$ cat config.mk
export PLATFORM = sky130hd
export DESIGN_NAME = iter_shifter
export DESIGN_NICKNAME = d
export VERILOG_FILES = /design/src/rtl/shift_pkg.sv /design/src/rtl/shift_step.sv /design/src/rtl/iter_shifter.sv
export SDC_FILE = /design/constraint.sdc
export NUM_CORES = 1
export LEC_CHECK = 0
export ABC_AREA = 0
export CAP_MARGIN = 25
export CORE_UTILIZATION = 47
export DETAILED_ROUTE_END_ITERATION = 6
export GPL_TIMING_DRIVEN = 0
export MAX_ROUTING_LAYER = met4
export PLACE_DENSITY_LB_ADDON = 0.1
export SLEW_MARGIN = 5
export SYNTH_ARGS = -nofsm -noshare
export SYNTH_HDL_FRONTEND = slang
export SYNTH_SLANG_ARGS = --single-unit
$ cat constraint.sdc
create_clock -name clk -period 2.9 [get_ports clk]
set_input_delay 0.58 -clock clk [delete_from_list [all_inputs] [get_ports clk]]
set_output_delay 0.58 -clock clk [all_outputs]
set_load 0.005 [all_outputs]
$ cat src/rtl/shift_pkg.sv
// Shared types for the iterative shifter: operation codes and FSM state encodings.
package shift_pkg;

  typedef enum logic [1:0] {
    OP_SLL = 2'b00,
    OP_SRL = 2'b01,
    OP_SRA = 2'b10,
    OP_ROR = 2'b11
  } shift_op_e;

  typedef enum logic [1:0] {
    ST_IDLE  = 2'b00,
    ST_SHIFT = 2'b01,
    ST_DONE  = 2'b10
  } shift_state_e;

endpackage

$ cat src/rtl/shift_step.sv
// One cycle's shift of the accumulator by 0..STEP bits as log2(STEP)+1 mux levels.
// Rotate support is present only when ITER_SHIFTER_ROTATE_EN is defined; otherwise ROR acts as SRL.
module shift_step
  import shift_pkg::*;
#(
  parameter int unsigned WIDTH = 32,
  parameter int unsigned STEP  = 8,
  parameter int unsigned KW    = $clog2(STEP) + 1
) (
  input  logic [WIDTH-1:0] acc_i,
  input  logic [KW-1:0]    k_i,
  input  shift_op_e        mode_i,
  output logic [WIDTH-1:0] res_o
);

  logic [WIDTH-1:0] stage [0:KW];

  assign stage[0] = acc_i;

  // Level g conditionally shifts by 2**g; arithmetic fill composes because each
  // level replicates the sign bit of its own input.
  for (genvar g = 0; g < KW; g++) begin : g_lvl
    localparam int unsigned S = 1 << g;
    logic [WIDTH-1:0] sh;

    always_comb begin
      sh = stage[g];
      case (mode_i)
        OP_SLL:  sh = stage[g] << S;
        OP_SRL:  sh = stage[g] >> S;
        OP_SRA:  sh = $signed(stage[g]) >>> S;
`ifdef ITER_SHIFTER_ROTATE_EN
        OP_ROR:  sh = (stage[g] >> S) | (stage[g] << (WIDTH - S));
`else
        OP_ROR:  sh = stage[g] >> S;
`endif
        default: sh = stage[g];
      endcase
    end

    assign stage[g+1] = k_i[g] ? sh : stage[g];
  end

  assign res_o = stage[KW];

endmodule

$ cat src/rtl/iter_shifter.sv
// Multi-cycle shifter: at most STEP bits per clock under a start/ready/done handshake.
// Define ITER_SHIFTER_ROTATE_EN to make op=11 a rotate-right; otherwise it behaves as SRL.
module iter_shifter
  import shift_pkg::*;
#(
  parameter int unsigned WIDTH = 32,
  parameter int unsigned STEP  = 8
) (
  input  logic                     clk,
  input  logic                     reset_n,
  input  logic                     start,
  input  logic [1:0]               op,
  input  logic [WIDTH-1:0]         data_in,
  input  logic [$clog2(WIDTH)-1:0] shamt,
  output logic                     ready,
  output logic                     busy,
  output logic                     done,
  output logic [WIDTH-1:0]         result
);

  localparam int unsigned RW = $clog2(WIDTH);
  localparam int unsigned KW = $clog2(STEP) + 1;
  localparam logic [RW:0] STEP_W = (RW + 1)'(STEP);

  shift_state_e     state_q, state_d;
  logic [WIDTH-1:0] acc_q;
  logic [RW-1:0]    rem_q, rem_d;
  shift_op_e        mode_q;

  logic             accept;
  logic             last_step;
  logic [KW-1:0]    k;
  logic [WIDTH-1:0] step_res;

  assign accept = start & ready;

  // STEP may equal WIDTH, which rem cannot represent, so compare one bit wider.
  assign last_step = ({1'b0, rem_q} <= STEP_W);
  assign k         = last_step ? KW'(rem_q) : KW'(STEP);
  assign rem_d     = rem_q - RW'(k);

  shift_step #(
    .WIDTH (WIDTH),
    .STEP  (STEP),
    .KW    (KW)
  ) u_step (
    .acc_i  (acc_q),
    .k_i    (k),
    .mode_i (mode_q),
    .res_o  (step_res)
  );

  always_ff @(posedge clk or negedge reset_n) begin
    if (!reset_n) begin
      state_q <= ST_IDLE;
    end else begin
      state_q <= state_d;
    end
  end

  always_comb begin
    state_d = state_q;
    case (state_q)
      ST_IDLE:  if (accept) state_d = ST_SHIFT;
      ST_SHIFT: if (last_step) state_d = ST_DONE;
      ST_DONE:  state_d = accept ? ST_SHIFT : ST_IDLE;
      default:  state_d = ST_IDLE;
    endcase
  end

  always_comb begin
    ready = 1'b0;
    busy  = 1'b0;
    done  = 1'b0;
    case (state_q)
      ST_IDLE:  ready = 1'b1;
      ST_SHIFT: busy  = 1'b1;
      ST_DONE: begin
        ready = 1'b1;
        done  = 1'b1;
      end
      default: ;
    endcase
  end

  always_ff @(posedge clk or negedge reset_n) begin
    if (!reset_n) begin
      acc_q  <= '0;
      rem_q  <= '0;
      mode_q <= OP_SLL;
    end else if (accept) begin
      acc_q  <= data_in;
      rem_q  <= shamt;
      mode_q <= shift_op_e'(op);
    end else if (state_q == ST_SHIFT) begin
      acc_q  <= step_res;
      rem_q  <= rem_d;
    end
  end

  assign result = acc_q;

endmodule

==> flow_summary.yaml <==
sta:
  tightest_slew_ns: 0.943
  fin_crit_ns: 2.93
  layout_setup_ws_ns: -0.0251
  whs_ns: 0.194
  slew_violations: 0
  setup_viol: 3
  slew_headroom_pct: 36.9
  max_freq_mhz: 342
  hold_viol: 0
  fin_crit_sh_pct: 101
  clock_skew_ns: 0.00569
grt:
  grt_overflow: 0
  grt_pass1_wl_mm: 45.0
  grt_usage_pct: 54.1
  antenna_found_initial: 0
  grt_max_degree: 28
  grt_pass1_vias: 7221
synth:
  ys_types: 74
  syn_inst: 781
  synth-seq-area-share_pct: 19.2
  yosysWarningCount: 0
  synth-edff-count: 0
  syn_avg_cell_area_um2: 6.85
  synth.area.top_cells: "dfrtp_1, nand2_1, a21oi_1, o21ai_0, a211oi_1"
  yosys-top-cells-count: "nand2_1, a21oi_1, o21ai_0, nor2_1, clkbuf_1"
  synth_area_um2: 5350
  ys_async_sr_fraction_pct: 100
  synth.largest_area_cell: "dfrtp_1"
  synth-seq-cells: 41
  yosysMostFrequentCell: "nand2_1"
  syn_nets: 824
  synth_top_flop_cell: "dfrtp_1"
  synth_top_area_share_pct: 19.2
setup_path:
  cp_max_fo: 10
  cpPeakStageDelay_ns: 0.66
  cp_top_family: "simple AND/OR/NAND/NOR gates"
  rrSetupSlack_ns: -0.03
  worstSetupPathType: "reg2reg"
  worstPathCellList: "clkbuf_1, nor2_1, clkbuf_2, nor2_1, o21ai_0, o221ai_1, a21oi_1"
  r2r-end: "result[4]"
  end_kind: "flip-flop"
  r2r-start: "rem_q[3]"
  timing.critical_path.buf_inv: 2
  reg2reg_depth: 7
  cp-start-kind: "flip-flop"
  cp_common_cell: "nor2_1"
  required_ns: 3.04
  crit_arrival_ns: 3.06
  cp_slowest_cell: "nor2_1"
run:
  cap_violations: 0
drt:
  firstDrtPassIters: 7
  drc: 83
  routed_via_density: 7.87
  dr_total_vias: 7931
  antenna_left: 0
  drt_iter0_markers: 1789
  routedWlPerCell_um: 30.7
  wl_mm: 30.9
placed_design:
  routabilityCongestion: 1.17
  dp.cells: 998
  port_buffers: 76
  dp_slack_ns: -0.138
  dp_hpwl_mm: 22.3
finish:
  drive_above_1_share_pct: 12.1
  syn2layout_area_growth_pct: 22.7
  num_antenna_cells: 0
  layout.nets: 910
  fin_util_pct: 59.8
  stdcell_count: 1008
clocking:
  cts.path.max_buffers: 2
  cts_hold_buffers: 0
  cts_tree: "yes"
  h-tree-depth: 2
  cts_sinks: 41
  path_clk_slew_ns: 0.06
  cts-root-buf: "clkbuf_16"
  clk_latency_ns: 0.30
  cts_buffers: 5
status:
  violations: "DRC, setup timing"
  status: "finished with violations"
floorplanning:
  ioPinCount: 77
  dieArea_um2: 11800
  rows: 38
  start_util_pct: 48.7
  coreArea_um2: 11000
  die_h_um: 109
  die_w_um: 109
hold_path:
  hold_path.class: "in2async"
[through the flow]
| step | area, um^2 | TNS, ns |
|---|---|---|
| 3_5_place_dp | 6300 | -0.647 |
| 2_1_floorplan | 5350 | 0 |
| 4_1_cts | 6490 | 0 |
| 5_1_grt | 6570 | -0.00651 |
| 6_report | 6570 | -0.0482 |
| 3_3_place_gp | 6290 | -0.841 |
[flip-flops by register name (all words and copies together), names as in the netlist]
name / cells
rem_q: 5
state_q: 2
result: 32
mode_q: 2
[routing by layer]
layer	up-vias	global-route usage, %	share of wire, %
met2	975	71.2	38
met5	-	-	0
met3	280	28.5	19
met4	0	28.8	7.9
met1	3571	65.7	35
li1	3105	-	-
[cell usage in the layout, fill, tap and decap left out, types with 8 or more instances in the layout]
cell type and count:
nand2_1 138, clkdlybuf4s50_1 75, a21oi_1 70, o21ai_0 64, nor2_1 58, dfrtp_1 39, clkbuf_1 34, buf_2 34
a211oi_1 33, a31oi_1 26, mux2i_1 19, nand3_1 18, nor3_1 18, o211ai_1 16, clkbuf_2 10, a211o_1 10
o22ai_1 10, nor3b_1 9, o21a_1 8
[worst max-delay path by stage]
stage                            end  slack, ns      from  cells past startpoint
final                      result[4]      -0.03  rem_q[3]                      7
after global routing      result[12]     -0.007  rem_q[4]                      8
after CTS                 result[19]       0.03  rem_q[3]                      7
after detailed placement  result[25]      -0.14  rem_q[1]                      9
after global placement    result[25]      -0.18  rem_q[1]                      9
after floorplan             rem_q[2]       0.66  rem_q[3]                     11
[logic make-up (layout without fill, tap and decap cells)]
family,Yosys count,count (layout),synth area share (%)
compound gates,326,326,41.5
fa+ha+maj,1,1,0.234
buf+inv,97,184,8.21
flops,41,41,19.2
mux,25,25,5.87
other cells,1,1,0.0701
simple gates,290,290,24.9
[area by class of cell]
type / instances / area (um^2)
Fill cell: 1043 / 4420
Multi-Input combinational cell: 643 / 3940
Sequential cell: 41 / 1030
Timing Repair Buffer: 80 / 798
Buffer: 89 / 429
Tap cell: 140 / 175
Clock buffer: 6 / 129
Clock inverter: 2 / 38.8
Inverter: 7 / 26.3
[what timing repair did]
item,in CTS,in global routing
gates resized for setup,10,24
pin swaps,0,0
setup buffers,0,3
endpoints found under the setup margin,11,20
Power is left out: the tool's default activity adds up to more than one toggle a clock period on the data nets, which glitch-free logic cannot reach.
